<file path="src/rtl/pwm_cmd_rx_pkg.sv">
// Shared definitions for the PWM command receiver.
//   FRAME_LEN   : bits per serial command frame (dir, speed[3:0], parity)
//   rx_state_t  : receiver FSM state encoding
//   parity_ok() : even-parity check over a whole frame
package pwm_cmd_rx_pkg;

    localparam int unsigned FRAME_LEN = 6;
    localparam int unsigned CNT_W     = 3;

    typedef logic [1:0] rx_state_t;

    localparam rx_state_t StIdle  = 2'd0;
    localparam rx_state_t StRecv  = 2'd1;
    localparam rx_state_t StCheck = 2'd2;

    // Even parity: the XOR of every bit in the frame, parity bit included, is 0.
    function automatic logic parity_ok(input logic [FRAME_LEN-1:0] frame);
        return ~(^frame);
    endfunction

endpackage

</file>
<file path="src/rtl/pwm_cmd_rx_sync_edge.sv">
// N-stage synchroniser with a one-cycle rising-edge pulse on the synced value.
//   clk  : system clock
//   rst  : synchronous reset, active-high (clears every stage)
//   d    : asynchronous input
//   rise : one-cycle pulse when the synced value goes 0 -> 1
module pwm_cmd_rx_sync_edge #(
    parameter int unsigned STAGES = 2
) (
    input  logic clk,
    input  logic rst,
    input  logic d,
    output logic rise
);

    logic [STAGES-1:0] sync_q;
    logic              prev_q;

    always_ff @(posedge clk) begin
        if (rst) begin
            sync_q <= '0;
            prev_q <= 1'b0;
        end else begin
            sync_q <= {sync_q[STAGES-2:0], d};
            prev_q <= sync_q[STAGES-1];
        end
    end

    assign rise = sync_q[STAGES-1] & ~prev_q;

endmodule

</file>
<file path="src/rtl/pwm_cmd_rx.sv">
// Serial command front-end for the sine-PWM phase driver.
// Synchronises the async freq/f_en lines, deframes 6-bit commands (dir, speed[3:0], even
// parity, MSB first), and ramps the applied speed/direction toward the accepted target.
//   clk   : system clock
//   rst   : synchronous reset, active-high
//   en    : block enable; receiver, timeout and ramp divider hold while low
//   freq  : serial data (async), sampled on a rising f_en
//   f_en  : serial bit strobe (async)
//   speed : applied (ramped) speed
//   dir   : applied direction
//   upd   : one-cycle pulse when speed or dir changed
//   err   : one-cycle pulse on parity error or mid-frame timeout
//   busy  : frame in progress or applied value not yet at target
module pwm_cmd_rx
    import pwm_cmd_rx_pkg::*;
#(
    parameter int unsigned BITS        = 4,
    parameter int unsigned SYNC_STAGES = 2,
    parameter int unsigned TIMEOUT     = 4096,
    parameter int unsigned RAMP_DIV    = 16384
) (
    input  logic            clk,
    input  logic            rst,
    input  logic            en,
    input  logic            freq,
    input  logic            f_en,
    output logic [BITS-1:0] speed,
    output logic            dir,
    output logic            upd,
    output logic            err,
    output logic            busy
);

    localparam int unsigned TMO_W = (TIMEOUT > 2) ? $clog2(TIMEOUT) : 1;
    localparam int unsigned DIV_W = (RAMP_DIV > 2) ? $clog2(RAMP_DIV) : 1;

    localparam logic [TMO_W-1:0] TMO_LAST = TMO_W'(TIMEOUT - 1);
    localparam logic [DIV_W-1:0] DIV_LAST = DIV_W'(RAMP_DIV - 1);
    localparam logic [BITS-1:0]  SPD_MAX  = {BITS{1'b1}};
    localparam logic [CNT_W-1:0] CNT_LAST = CNT_W'(FRAME_LEN - 1);

    // Synchronisers
    logic                   fen_rise;
    logic [SYNC_STAGES-1:0] freq_sync_q;
    logic                   freq_s;

    pwm_cmd_rx_sync_edge #(
        .STAGES (SYNC_STAGES)
    ) u_fen_sync (
        .clk  (clk),
        .rst  (rst),
        .d    (f_en),
        .rise (fen_rise)
    );

    // freq uses the same depth as f_en so the sampled bit lines up with the strobe edge.
    always_ff @(posedge clk) begin
        if (rst) begin
            freq_sync_q <= '0;
        end else begin
            freq_sync_q <= {freq_sync_q[SYNC_STAGES-2:0], freq};
        end
    end

    assign freq_s = freq_sync_q[SYNC_STAGES-1];

    // State
    rx_state_t              state_q, state_d;
    logic [CNT_W-1:0]       cnt_q, cnt_d;
    logic [FRAME_LEN-1:0]   shift_q, shift_d;
    logic [TMO_W-1:0]       tmo_q, tmo_d;
    logic [DIV_W-1:0]       div_q, div_d;
    logic [BITS-1:0]        tgt_speed_q, tgt_speed_d;
    logic                   tgt_dir_q, tgt_dir_d;
    logic [BITS-1:0]        speed_q, speed_d;
    logic                   dir_q, dir_d;
    logic                   upd_q, upd_d;
    logic                   err_q, err_d;
    logic                   tick;

    always_comb begin
        state_d     = state_q;
        cnt_d       = cnt_q;
        shift_d     = shift_q;
        tmo_d       = tmo_q;
        div_d       = div_q;
        tgt_speed_d = tgt_speed_q;
        tgt_dir_d   = tgt_dir_q;
        speed_d     = speed_q;
        dir_d       = dir_q;
        upd_d       = 1'b0;
        err_d       = 1'b0;
        tick        = 1'b0;

        if (en) begin
            // Receiver
            unique case (state_q)
                StIdle: begin
                    if (fen_rise) begin
                        shift_d = {shift_q[FRAME_LEN-2:0], freq_s};
                        cnt_d   = CNT_W'(1);
                        tmo_d   = '0;
                        state_d = StRecv;
                    end
                end
                StRecv: begin
                    if (fen_rise) begin
                        shift_d = {shift_q[FRAME_LEN-2:0], freq_s};
                        cnt_d   = cnt_q + CNT_W'(1);
                        tmo_d   = '0;
                        if (cnt_q == CNT_LAST) begin
                            state_d = StCheck;
                        end
                    end else if (tmo_q == TMO_LAST) begin
                        state_d = StIdle;
                        cnt_d   = '0;
                        tmo_d   = '0;
                        err_d   = 1'b1;
                    end else begin
                        tmo_d = tmo_q + TMO_W'(1);
                    end
                end
                StCheck: begin
                    // Any bit event landing in this cycle is dropped by design.
                    if (parity_ok(shift_q)) begin
                        tgt_dir_d   = shift_q[FRAME_LEN-1];
                        tgt_speed_d = BITS'(shift_q[FRAME_LEN-2:1]);
                    end else begin
                        err_d = 1'b1;
                    end
                    cnt_d   = '0;
                    state_d = StIdle;
                end
                default: begin
                    state_d = StIdle;
                    cnt_d   = '0;
                    tmo_d   = '0;
                end
            endcase

            // Ramp divider and single-step ramp
            tick  = (div_q == DIV_LAST);
            div_d = tick ? '0 : div_q + DIV_W'(1);

            if (tick) begin
                if (tgt_dir_q == dir_q) begin
                    if (speed_q < tgt_speed_q && speed_q != SPD_MAX) begin
                        speed_d = speed_q + BITS'(1);
                        upd_d   = 1'b1;
                    end else if (speed_q > tgt_speed_q && speed_q != '0) begin
                        speed_d = speed_q - BITS'(1);
                        upd_d   = 1'b1;
                    end
                end else if (speed_q != '0) begin
                    // Reversal: spin down to zero before flipping direction.
                    speed_d = speed_q - BITS'(1);
                    upd_d   = 1'b1;
                end else begin
                    dir_d = ~dir_q;
                    upd_d = 1'b1;
                end
            end
        end
    end

    always_ff @(posedge clk) begin
        if (rst) begin
            state_q     <= StIdle;
            cnt_q       <= '0;
            shift_q     <= '0;
            tmo_q       <= '0;
            div_q       <= '0;
            tgt_speed_q <= '0;
            tgt_dir_q   <= 1'b0;
            speed_q     <= '0;
            dir_q       <= 1'b0;
            upd_q       <= 1'b0;
            err_q       <= 1'b0;
        end else begin
            state_q     <= state_d;
            cnt_q       <= cnt_d;
            shift_q     <= shift_d;
            tmo_q       <= tmo_d;
            div_q       <= div_d;
            tgt_speed_q <= tgt_speed_d;
            tgt_dir_q   <= tgt_dir_d;
            speed_q     <= speed_d;
            dir_q       <= dir_d;
            upd_q       <= upd_d;
            err_q       <= err_d;
        end
    end

    assign speed = speed_q;
    assign dir   = dir_q;
    assign upd   = upd_q;
    assign err   = err_q;
    assign busy  = (state_q != StIdle) || (speed_q != tgt_speed_q) || (dir_q != tgt_dir_q);

endmodule

</file>
<file path="config.mk">
export PLATFORM = sky130hd
export DESIGN_NAME = pwm_cmd_rx
export DESIGN_NICKNAME = d
export VERILOG_FILES = /design/src/rtl/pwm_cmd_rx_pkg.sv /design/src/rtl/pwm_cmd_rx_sync_edge.sv /design/src/rtl/pwm_cmd_rx.sv
export SDC_FILE = /design/constraint.sdc
export NUM_CORES = 1
export LEC_CHECK = 0
export ABC_AREA = 0
export CORE_ASPECT_RATIO = 0.9
export CORE_MARGIN = 2
export CORE_UTILIZATION = 54
export DETAILED_ROUTE_END_ITERATION = 16
export HOLD_SLACK_MARGIN = 0.02
export PLACE_DENSITY = 0.76
export SKIP_CTS_REPAIR_TIMING = 1
export SLEW_MARGIN = 20
export SYNTH_ARGS = -nofsm -noshare
export SYNTH_HDL_FRONTEND = slang
export SYNTH_HIERARCHICAL = 1
export SYNTH_SLANG_ARGS = --single-unit
</file>
<file path="constraint.sdc">
create_clock -name clk -period 1.9 [get_ports clk]
set_input_delay 0.38 -clock clk [delete_from_list [all_inputs] [get_ports clk]]
set_output_delay 0.38 -clock clk [all_outputs]
set_load 0.02 [all_outputs]
</file>
==> results of run 1 <==
==> metal layers <==
metal / routed length (µm) / share of wire (%) / track usage [%]
met5: 0 / 0 / 0
met4: 76 / 1.4 / 6.94
met3: 187 / 3.5 / 3.49
met2: 2400 / 45 / 30.3
met1: 2690 / 50 / 28.9
==> worst paths after layout <==
check / slack, ps / start / endpoint
max reg2reg: -100 / speed[1] / speed[2]
min reg2reg: 440 / freq_sync_q[0] / freq_sync_q[1]
min: 440 / freq_sync_q[0] / freq_sync_q[1]
max: -100 / speed[1] / speed[2]
==> sequential cells by signal (all words and copies together) (netlist names), 2 cells and up <==
signal	count
cnt_q	3
u_fen_sync/sync_q	2
tmo_q	12
tgt_speed_q	4
speed	4
div_q	14
freq_sync_q	2
state_q	2
shift_q	6
==> final cells by class <==
| type | instances | area (µm²) | share of cell area, % |
|---|---|---|---|
| Multi-Input combinational cell | 232 | 1550 | 47.2 |
| Sequential cell | 54 | 1100 | 33.3 |
| Timing Repair Buffer | 48 | 402 | 12.2 |
| Tap cell | 65 | 81.3 | 2.47 |
| Clock buffer | 5 | 68.8 | 2.09 |
| Inverter | 12 | 45.0 | 1.37 |
| Clock inverter | 3 | 43.8 | 1.33 |
==> synthesized netlist by cell type, types with 3 or more instances <==
master / number / share of area (%)
a21oi_1: 23 / 4.4
and3_1: 5 / 1.2
clkbuf_1: 8 / 1.1
dfxtp_1: 54 / 41
ha_1: 13 / 6.2
inv_1: 12 / 1.7
mux2i_1: 14 / 5.3
nand2_1: 19 / 2.7
nand2b_1: 5 / 1.2
nand3_1: 11 / 2.1
nand3b_1: 7 / 2.0
nand4_1: 5 / 1.2
nor2_1: 44 / 6.3
nor2b_1: 8 / 1.9
nor3_1: 7 / 1.3
o211ai_1: 3 / 0.85
o21ai_0: 16 / 3.0
or3_1: 6 / 1.4
xnor2_1: 11 / 3.7
xor2_1: 9 / 3.0
==> where the power goes <==
group	switching, mW	leakage (nW)	internal [mW]
Combinational	0.0664	0.787	0.0542
Clock	0.379	0.0547	0.393
Sequential	0.00613	0.441	1.14
Total	0.452	1.28	1.59
==> stage by stage <==
step                      area (µm²)  util, %
after floorplan                 2660        -
after global placement          3070     64.3
after detailed placement        3070     64.3
after CTS                       3180     66.7
after global routing            3290     68.9
final                           3290     68.9
==> cells by family (layout without fill, tap and decap cells) <==
logic type / count (synthesis) / after routing / synth area share [%]
buf+inv: 21 / 68 / 3.04
compound gates: 54 / 54 / 11.9
flops: 54 / 54 / 41.0
xor+xnor: 20 / 20 / 6.64
mux: 15 / 15 / 5.74
fa+ha+maj: 13 / 13 / 6.17
simple gates: 130 / 130 / 25.5
==> flow_summary.toml, run 1 <==
[floorplanning]
num_rows = 24
die_h_um = 70.3
die-width_um = 77.7
initial_core_util_pct = 55.2
io_pins = 13
core_area_mm2 = 0.00477
die_area_mm2 = 0.00546

[clock_network]
numCtsBuffers = 5
root_buffer = "clkbuf_8"
clkTransAtPathRegs_ps = 100
htree_levels = 2
cts_tree = "yes"
clock_latency_ps = 300
clock_path_buffers = 2
clkSinkCount = 54

[setup_path]
cp-end-kind = "flip-flop"
max_stage_delay_ps = 410
critical_path_class = "flip-flop to flip-flop"
cp_top_family = "compound AO/OA/AOI/OAI gates"
path_buf_inv = 0
slowest_stage = "or3_1"
crit_chain = "ha_4 > nor2b_4 > o211ai_1 > a31o_2 > o211ai_1 > or3_1 > a21oi_2"
worstPathMaxFanout = 5
reg2reg_depth = 7
cpMostUsedCell = "o211ai_1"
cp.depth = 7
start_kind = "flip-flop"
cp.arrival_ps = 2240
worst_ep_required_time_ps = 2140

[detailed_routing]
dr.pass1.iters = 4
wl_mm = 5.35
wl_per_cell_um = 12.8
via_count = 2283
via_per_inst = 5.45
drc_errors = 0
postRouteAntennaNets = 0
drtIter0Drc = 194

[synthesis]
syn-cell-area_mm2 = 0.00264
synth_nets = 325
ys_async_sr_fraction_pct = 0
synth_seq_cells = 54
synth_cells = 307
synth_edf_count = 0
ys_seq_area_share_pct = 41.0
synth.distinct_cells = 41
yosysWarningCount = 6
avgSynthCellArea_um2 = 8.59
ys.flop_type = "dfxtp_1"

[timing]
setup_viol = 6
timing.slew.headroom_pct = 76.1
worstMarginPinSlew_ps = 356
setup-tns-final_ps = -333
whs_ps = 443
fin_crit_ps = 2000
rsz0062_at_grt = "yes"
finalCritPeriodShare_pct = 105
skew_ps = 4.83
layout_setup_ws_ps = -99.0
finalHoldViolations = 0
max_freq_mhz = 500
slew_violations = 0

[cells_and_area]
stdcell_count = 419
final_cell_mix = "dfxtp_1, nor2_1, buf_4, a21oi_1, nand2_1"
area_growth_pct = 24.8
antennaDiodeCount = 0
final_common_cell = "dfxtp_1"
fill_cells = 368
drive_above_1_share_pct = 21.8
final_nets = 371

[place]
place_ws_ps = -190
place_congestion = 0.816
dp_hpwl_mm = 3.77
io_buffers = 12
dp.cells = 406

[pwr]
total_power_mw = 2.04
p_leak_nw = 1.28
powerDensity_mw_per_mm2 = 619
vdd_drop_max_v = 0.000419

[status]
violations = "negative setup slack"
outcome = "finished with violations"

[flow_run]
cap_violations = 0

[grt]
grt_overflow = 0
grt_pass1_vias = 2023
antenna_found_initial = 0
grt_max_degree = 26
grt_usage_pct = 20.1
grt_first_pass_wirelength_mm = 8.94

[min_path]
hold_path.class = "flip-flop to flip-flop"
holdPathStages = 1
Power figures use the tool's default switching activity.
==> run 2: changes to the inputs <==
Settings changed: ABC_CLOCK_PERIOD_IN_PS set to 1900.
==> results of run 2 <==
Same layout as run 1: the final DEF is identical, and so are final timing and power.
